--- config.mk ---
export PLATFORM = sky130hd
export DESIGN_NAME = usb_line_monitor
export DESIGN_NICKNAME = d
export VERILOG_FILES = /design/src/rtl/usb_rx_pkg.sv /design/src/rtl/usb_line_monitor.sv
export SDC_FILE = /design/constraint.sdc
export NUM_CORES = 1
export LEC_CHECK = 0
export BUFFER_PORTS_ARGS = -buffer_cell sky130_fd_sc_hd__buf_4
export CAP_MARGIN = 20
export CORE_ASPECT_RATIO = 1.25
export CORE_MARGIN = 5
export CORE_UTILIZATION = 30
export DETAILED_ROUTE_END_ITERATION = 8
export GPL_TIMING_DRIVEN = 0
export HOLD_SLACK_MARGIN = 0.1
export PLACE_DENSITY = 0.49
export SETUP_SLACK_MARGIN = 0.3
export SYNTH_ARGS = -nofsm -noshare
export SYNTH_HDL_FRONTEND = slang
export SYNTH_SLANG_ARGS = --single-unit
--- constraint.sdc ---
create_clock -name clk -period 4.04 [get_ports clk]
set_input_delay 0.404 -clock clk [delete_from_list [all_inputs] [get_ports clk]]
set_output_delay 0.404 -clock clk [all_outputs]
set_load 0.01 [all_outputs]
--- src/rtl/usb_rx_pkg.sv ---
// Shared USB receive-path types: line states, monitor FSM states, and line decode.
package usb_rx_pkg;

  typedef enum logic [1:0] {
    LS_SE0,
    LS_J,
    LS_K,
    LS_SE1
  } line_state_t;

  typedef enum logic [1:0] {
    ACTIVE,
    SE0_RUN,
    BUS_RESET
  } mon_state_t;

  // Full-speed polarity: J = (1,0), K = (0,1).
  function automatic line_state_t decode_line(input logic d_plus, input logic d_minus);
    line_state_t ls;
    ls = LS_SE0;
    case ({d_plus, d_minus})
      2'b00:   ls = LS_SE0;
      2'b10:   ls = LS_J;
      2'b01:   ls = LS_K;
      2'b11:   ls = LS_SE1;
      default: ls = LS_SE0;
    endcase
    return ls;
  endfunction

endpackage

--- src/rtl/usb_line_monitor.sv ---
// USB receive line-state monitor: EOP/EOP error, SE1 error, bus reset and idle detection.
// Everything advances only on bit-sample strobes; pulses last one clk.
module usb_line_monitor
  import usb_rx_pkg::*;
#(
  parameter int unsigned EOP_SE0_MIN    = 2,
  parameter int unsigned EOP_SE0_MAX    = 3,
  parameter int unsigned BUS_RESET_BITS = 30,
  parameter int unsigned IDLE_BITS      = 7
) (
  input  logic clk,
  input  logic n_rst,
  input  logic d_plus_sync,
  input  logic d_minus_sync,
  input  logic shift_enable,
  output logic eop,
  output logic eop_err,
  output logic se1_err,
  output logic bus_reset,
  output logic bus_reset_active,
  output logic line_idle
);

  localparam int unsigned SE0_W = $clog2(BUS_RESET_BITS + 1);
  localparam int unsigned J_W   = $clog2(IDLE_BITS + 1);

  localparam logic [SE0_W-1:0] SE0_RESET_CNT = SE0_W'(BUS_RESET_BITS);
  localparam logic [SE0_W-1:0] SE0_EOP_MIN   = SE0_W'(EOP_SE0_MIN);
  localparam logic [SE0_W-1:0] SE0_EOP_MAX   = SE0_W'(EOP_SE0_MAX);
  localparam logic [J_W-1:0]   J_IDLE_CNT    = J_W'(IDLE_BITS);

  // Reject illegal parameter orderings at elaboration
  if (EOP_SE0_MIN < 1) begin : g_bad_eop_min
    $fatal(1, "usb_line_monitor: EOP_SE0_MIN must be >= 1");
  end
  if (EOP_SE0_MAX < EOP_SE0_MIN) begin : g_bad_eop_max
    $fatal(1, "usb_line_monitor: EOP_SE0_MAX must be >= EOP_SE0_MIN");
  end
  if (BUS_RESET_BITS <= EOP_SE0_MAX) begin : g_bad_bus_reset
    $fatal(1, "usb_line_monitor: BUS_RESET_BITS must be > EOP_SE0_MAX");
  end
  if (IDLE_BITS < 1) begin : g_bad_idle
    $fatal(1, "usb_line_monitor: IDLE_BITS must be >= 1");
  end

  mon_state_t       r_state;
  mon_state_t       w_state_next;
  logic [SE0_W-1:0] r_se0_cnt;
  logic [SE0_W-1:0] w_se0_next;
  logic [SE0_W-1:0] w_se0_inc;
  logic [J_W-1:0]   r_j_cnt;
  logic [J_W-1:0]   w_j_next;
  logic [J_W-1:0]   w_j_inc;
  logic             w_se0_legal;
  line_state_t      w_line;

  logic r_eop, r_eop_err, r_se1_err, r_bus_reset, r_bus_reset_active, r_line_idle;
  logic w_eop_next, w_eop_err_next, w_se1_err_next, w_bus_reset_next;

  assign w_line = decode_line(d_plus_sync, d_minus_sync);

  // Next-state, counter and pulse decode for the current sample
  always_comb begin
    w_state_next     = r_state;
    w_se0_next       = r_se0_cnt;
    w_j_next         = r_j_cnt;
    w_eop_next       = 1'b0;
    w_eop_err_next   = 1'b0;
    w_se1_err_next   = 1'b0;
    w_bus_reset_next = 1'b0;
    w_se0_inc        = (r_se0_cnt == SE0_RESET_CNT) ? r_se0_cnt : r_se0_cnt + SE0_W'(1);
    w_j_inc          = (r_j_cnt == J_IDLE_CNT) ? r_j_cnt : r_j_cnt + J_W'(1);
    w_se0_legal      = (r_se0_cnt >= SE0_EOP_MIN) && (r_se0_cnt <= SE0_EOP_MAX);

    case (r_state)
      ACTIVE: begin
        case (w_line)
          LS_SE0: begin
            w_state_next = SE0_RUN;
            w_se0_next   = SE0_W'(1);
            w_j_next     = '0;
          end
          LS_J:    w_j_next = w_j_inc;
          LS_K:    w_j_next = '0;
          default: begin
            w_se1_err_next = 1'b1;
            w_j_next       = '0;
          end
        endcase
      end

      SE0_RUN: begin
        case (w_line)
          LS_SE0: begin
            w_se0_next = w_se0_inc;
            if (w_se0_inc == SE0_RESET_CNT) begin
              w_state_next     = BUS_RESET;
              w_bus_reset_next = 1'b1;
            end
          end
          LS_J: begin
            w_eop_next     = w_se0_legal;
            w_eop_err_next = !w_se0_legal;
            w_state_next   = ACTIVE;
            w_j_next       = J_W'(1);
            w_se0_next     = '0;
          end
          LS_K: begin
            w_eop_err_next = 1'b1;
            w_state_next   = ACTIVE;
            w_j_next       = '0;
            w_se0_next     = '0;
          end
          default: begin
            w_eop_err_next = 1'b1;
            w_se1_err_next = 1'b1;
            w_state_next   = ACTIVE;
            w_j_next       = '0;
            w_se0_next     = '0;
          end
        endcase
      end

      BUS_RESET: begin
        case (w_line)
          LS_SE0: ;  // reset persists silently
          LS_J: begin
            w_state_next = ACTIVE;
            w_j_next     = J_W'(1);
            w_se0_next   = '0;
          end
          LS_K: begin
            w_state_next = ACTIVE;
            w_j_next     = '0;
            w_se0_next   = '0;
          end
          default: w_se1_err_next = 1'b1;
        endcase
      end

      default: begin
        w_state_next = ACTIVE;
        w_se0_next   = '0;
        w_j_next     = '0;
      end
    endcase
  end

  // State, counters and registered outputs; pulses drop on non-sample clocks
  always_ff @(posedge clk or negedge n_rst) begin
    if (!n_rst) begin
      r_state            <= ACTIVE;
      r_se0_cnt          <= '0;
      r_j_cnt            <= '0;
      r_eop              <= 1'b0;
      r_eop_err          <= 1'b0;
      r_se1_err          <= 1'b0;
      r_bus_reset        <= 1'b0;
      r_bus_reset_active <= 1'b0;
      r_line_idle        <= 1'b0;
    end else if (shift_enable) begin
      r_state            <= w_state_next;
      r_se0_cnt          <= w_se0_next;
      r_j_cnt            <= w_j_next;
      r_eop              <= w_eop_next;
      r_eop_err          <= w_eop_err_next;
      r_se1_err          <= w_se1_err_next;
      r_bus_reset        <= w_bus_reset_next;
      r_bus_reset_active <= (w_state_next == BUS_RESET);
      r_line_idle        <= (w_j_next == J_IDLE_CNT);
    end else begin
      r_eop       <= 1'b0;
      r_eop_err   <= 1'b0;
      r_se1_err   <= 1'b0;
      r_bus_reset <= 1'b0;
    end
  end

  assign eop              = r_eop;
  assign eop_err          = r_eop_err;
  assign se1_err          = r_se1_err;
  assign bus_reset        = r_bus_reset;
  assign bus_reset_active = r_bus_reset_active;
  assign line_idle        = r_line_idle;

endmodule

==> results.md <==
Timing:
- Timing would allow up to about 450 MHz.
- The worst clock skew is a little under 0.001 ns.
- The number of pins with negative max-slew slack in the final report was 0.
- The share of the clock period used by the worst path is 54.7%.
- The accumulated negative setup slack is 0 ns.
- Hold timing on the final database bottoms out at a slack of 0.492 ns.
- The count of final hold-check violations came to 0.
- The worst path in the final design needs a cycle of 2.21 ns, including I/O delays and setup.
- Setup repair after global routing left no endpoint under its margin.
- In this run the tightest slew margin relative to its limit is 66.0%.
- Setup violations remaining at the end of the flow were counted as 0.
- At the pin with the least slew margin, the transition time is 0.507 ns.

Placed design:
- The final RePlAce weighted congestion is 0.820.
- The half-perimeter wire length after detailed placement is 1610 um.
- Port buffering added 10 buffers.

Logic synthesis:
- After synthesis, the largest area contributor takes up 40.3% of total cell area.
- The synthesized design spends more area on one cell type than any other, namely sky130_fd_sc_hd__dfrtp_1.
- For this run, the register share of the synthesized area comes to 40.3%.
- Sorting the synthesized cells by area gives the leading types as sky130_fd_sc_hd__dfrtp_1 (40%), sky130_fd_sc_hd__ha_1 (7.6%), sky130_fd_sc_hd__nand2_1 (6.0%).
- The flop and latch count out of synthesis is 16.
- Yosys printed 0 warnings.
- Yosys mapped the design onto 37 distinct sky130hd cell types.
- The cell count after synthesis is 114.
- The post-synthesis net count is between 100 and 150.
- The cell area that synthesis handed to floorplanning was 993 um2.
- Each instance of the synthesized netlist takes up on average 8.71 um2.

Min path:
- The tightest min-delay check is of the primary input to flop type.
- The number of stages on the worst hold path is 3.

Floorplanning:
- The overall die width is 61.5 um.
- The floorplan step defined a die boundary enclosing around 0.0046 mm2.
- In this run the count of I/O pins placed on the die edge is 11.
- For this configuration, the core starts out at a cell density of 31.1%.
- The core box area is 0.00319 mm2.
- The die is between 70 and 80 um tall.
- Row generation in the floorplan step produced 23 rows.

Setup path:
- The kind of start point of the critical path is a flop.
- The slowest stage of the critical path belongs to the cell sky130_fd_sc_hd__or4_4.
- The largest single stage delay on the critical path is ~0.54 ns.
- The critical-path maximum fanout is 8.
- For the worst setup path, the data required time is between 4 and 5 ns.
- The data arrival time of the critical path is 2.38 ns.
- The count of buffer and inverter cells on the critical path is 1.
- The critical path crosses 7 cells after its start point.
- STA classifies the critical path endpoint as a flop.
- The kind of cell with the highest combined delay on the critical path is simple AND/OR/NAND/NOR gates.
- The critical path class is flop to flop.
- For the worst flop-to-flop path, the logic depth is 7.
- The signal on the critical path passes through inv_1, ha_1, nand4_2, mux2i_1, or2_1, or4_4, a31oi_2.

Clock network:
- The longest clock path from root to sink contains 2 buffers.
- The number of buffers added by the clock tree synthesis step is 3.
- The root cell of the clock tree is sky130_fd_sc_hd__clkbuf_8.
- The buffer count from post-CTS setup fixing is 0.
- The number of resized instances in the post-cts repair step is 0.
- For this design, the sink count on the clock tree is 16.
- After clock tree synthesis, the clock-pin slew on the worst setup and hold paths is 0.06 ns.
- The latest clock arrival within the worst-skew pair is 0.24 ns.
- The CTS tree is done.
- The maximum level of the CTS H-tree is 1.

Finish:
- The total area of multi-input combinational cells is 533 um2.
- Of the cells placed in the final design, the portion with a size suffix greater than 1 is 14.8%.
- The number of antenna repair diodes is 0.
- The sequential cell area in the final layout is roughly 400 um2.
- The final-layout fill cell count is 324.
- For this run, the post-layout net count is ~140.
- The area added between synthesis and finish is 17.4%.

Power:
- The areal power density over the cells is 307 mW/mm2.
- The analysis attributes to cell leakage a power of 0.533 nW.
- The worst vdd rail ir drop is ~0.00012 V.

Detailed routing:
- The number of search-and-repair iterations in the first detailed-routing pass is 4.
- The per-cell via count in the routed design is about 5.2.
- The detailed router finished its first iteration with 40 violations.
- The final routed DRC violation total is 0.
- The via total after detailed routing is between 800 and 900.
- After detailed routing, the average wire length per cell comes to 13.2 um.
- The detailed-route wire length is 2180 um.
- The count of nets left with antenna violations after detail routing is 0.

Global route:
- The combined global-route utilization of all metal layers is 10.6%.
- The wire length of the first global-routing pass is around 3700 um.
- The number of antenna violations at the first check in global routing is 0.
- The number of global-route vias before repair was 830.
- For this run the aggregate overflow at the end of global routing stands at 0.
- Entering global routing, the biggest net connects 17 pins.

Job:
- The number of max-cap violations is 0.

Run status:
- The flow ran to the end, and the final reports show no timing, DRC or antenna violations.
==> what timing repair did <==
action | 4_1_cts | 5_1_grt
endpoints found under the hold margin | 16 | 0
hold buffers | 1 | 0
setup endpoints to repair | 0 | 0
==> sequential cells by signal, indices dropped and copies added, names as in the netlist <==
name and count:
bus_reset_active 1, r_j_cnt 3, line_idle 1, r_se0_cnt 5, r_state 2, bus_reset 1, eop_err 1, eop 1
se1_err 1
==> worst min-delay path, cell delays in order <==
cell and delay, ns:
sky130_fd_sc_hd__buf_4 0.09, sky130_fd_sc_hd__inv_1 0.09, sky130_fd_sc_hd__nor2_1 0.12
==> layer usage <==
metal / wire length [um] / track usage, % / share of wire [%] / up-vias
met5: 0 / 0 / 0 / -
met4: 14 / 4.72 / 0.64 / 0
met2: 1070 / 17.5 / 49 / 17
li1: - / - / - / 437
met3: 93 / 1.74 / 4.3 / 2
met1: 1000 / 13.3 / 46 / 405
==> cells in the mapped netlist <==
cell	number
sky130_fd_sc_hd__nor4b_1	1
sky130_fd_sc_hd__o21ai_1	5
sky130_fd_sc_hd__nor2b_1	3
sky130_fd_sc_hd__nand2b_1	3
sky130_fd_sc_hd__or2_2	1
sky130_fd_sc_hd__a221o_1	1
sky130_fd_sc_hd__ha_1	6
sky130_fd_sc_hd__buf_6	1
sky130_fd_sc_hd__nand2_1	16
sky130_fd_sc_hd__o32ai_1	1
sky130_fd_sc_hd__and2_1	1
sky130_fd_sc_hd__nor3_1	1
sky130_fd_sc_hd__a32oi_1	1
sky130_fd_sc_hd__a21oi_1	5
sky130_fd_sc_hd__or4_4	1
sky130_fd_sc_hd__a31oi_2	1
sky130_fd_sc_hd__o22ai_1	2
sky130_fd_sc_hd__inv_1	9
sky130_fd_sc_hd__and3_1	3
sky130_fd_sc_hd__or2_1	1
sky130_fd_sc_hd__o211ai_1	1
sky130_fd_sc_hd__nor2_1	5
sky130_fd_sc_hd__nand3_1	4
sky130_fd_sc_hd__a41oi_1	1
sky130_fd_sc_hd__a31oi_1	2
sky130_fd_sc_hd__mux2i_1	2
sky130_fd_sc_hd__clkbuf_1	3
sky130_fd_sc_hd__o21ai_0	9
sky130_fd_sc_hd__xnor2_1	1
sky130_fd_sc_hd__o31ai_1	1
sky130_fd_sc_hd__inv_2	1
sky130_fd_sc_hd__nand4_2	1
sky130_fd_sc_hd__a22o_1	1
sky130_fd_sc_hd__nand3b_1	1
sky130_fd_sc_hd__o41ai_1	1
sky130_fd_sc_hd__o22a_1	1
sky130_fd_sc_hd__dfrtp_1	16
==> power breakdown <==
group,total (mW),internal [mW],switching (mW),leakage (nW)
combinational,0.0596,0.0244,0.0352,0.297
sequential,0.178,0.168,0.00980,0.215
clock,0.120,0.0660,0.0540,0.0216
total,0.358,0.259,0.0991,0.533
==> worst paths after layout <==
path / start / to / slack, ns
worst max-delay path: r_se0_cnt[0] / bus_reset_active / 1.83
worst min-delay path: shift_enable / bus_reset / 0.49
min in group asynchronous: n_rst / se1_err / 0.55
max in group asynchronous: n_rst / r_j_cnt[1] / 3.30
worst min register to register: line_idle / line_idle / 0.54
worst max register to register: r_se0_cnt[0] / bus_reset_active / 1.83
==> cells in the final DEF, fill, tap and decap left out, drive strengths merged <==
master	n
and3	3
o32ai	1
or2	2
o22a	1
inv	10
o22ai	2
a41oi	1
xnor2	1
clkbuf	6
a22o	1
a21oi	5
mux2i	2
a221o	1
and2	1
or4	1
nand4	1
buf	11
a32oi	1
nor4b	1
nor3	1
nand2b	3
nand3b	1
nor2b	3
dfrtp	16
o211ai	1
a31oi	3
nor2	5
o21ai	14
nand2	16
nand3	4
o31ai	1
o41ai	1
dlygate4sd3	1
ha	6
==> layout make-up <==
class / instances / share of cell area [%]
Buffer: 4 / 1.93
Clock buffer: 3 / 3.54
Inverter: 10 / 3.22
Multi-Input combinational cell: 84 / 45.7
Sequential cell: 16 / 34.3
Tap cell: 37 / 3.97
Timing Repair Buffer: 11 / 7.30
==> metrics by stage <==
stage / area (um2) / std cells / worst slack (ns) / power, mW / util [%]
detailed placement: 1110 / 161 / 1.85 / 0.240 / 34.9
CTS: 1170 / 165 / 1.83 / 0.362 / 36.5
global placement: 1110 / 161 / 1.87 / 0.239 / 34.9
global route: 1170 / 165 / 1.70 / 0.380 / 36.5
finish: 1170 / 165 / 1.83 / 0.358 / 36.5
floorplan: 993 / 114 / 2.07 / 0.218 / -
==> cell families after synthesis <==
| family | share of synthesized area, % |
|---|---|
| adders and majority gates | 7.56 |
| AOI/OAI and AO/OA | 21.2 |
| xor gates and xnor gates | 0.882 |
| and+or+nand+nor | 22.0 |
| buffers and inverters | 6.04 |
| DFF | 40.3 |
| muxes | 2.02 |
(Power assumes the default switching activity.)
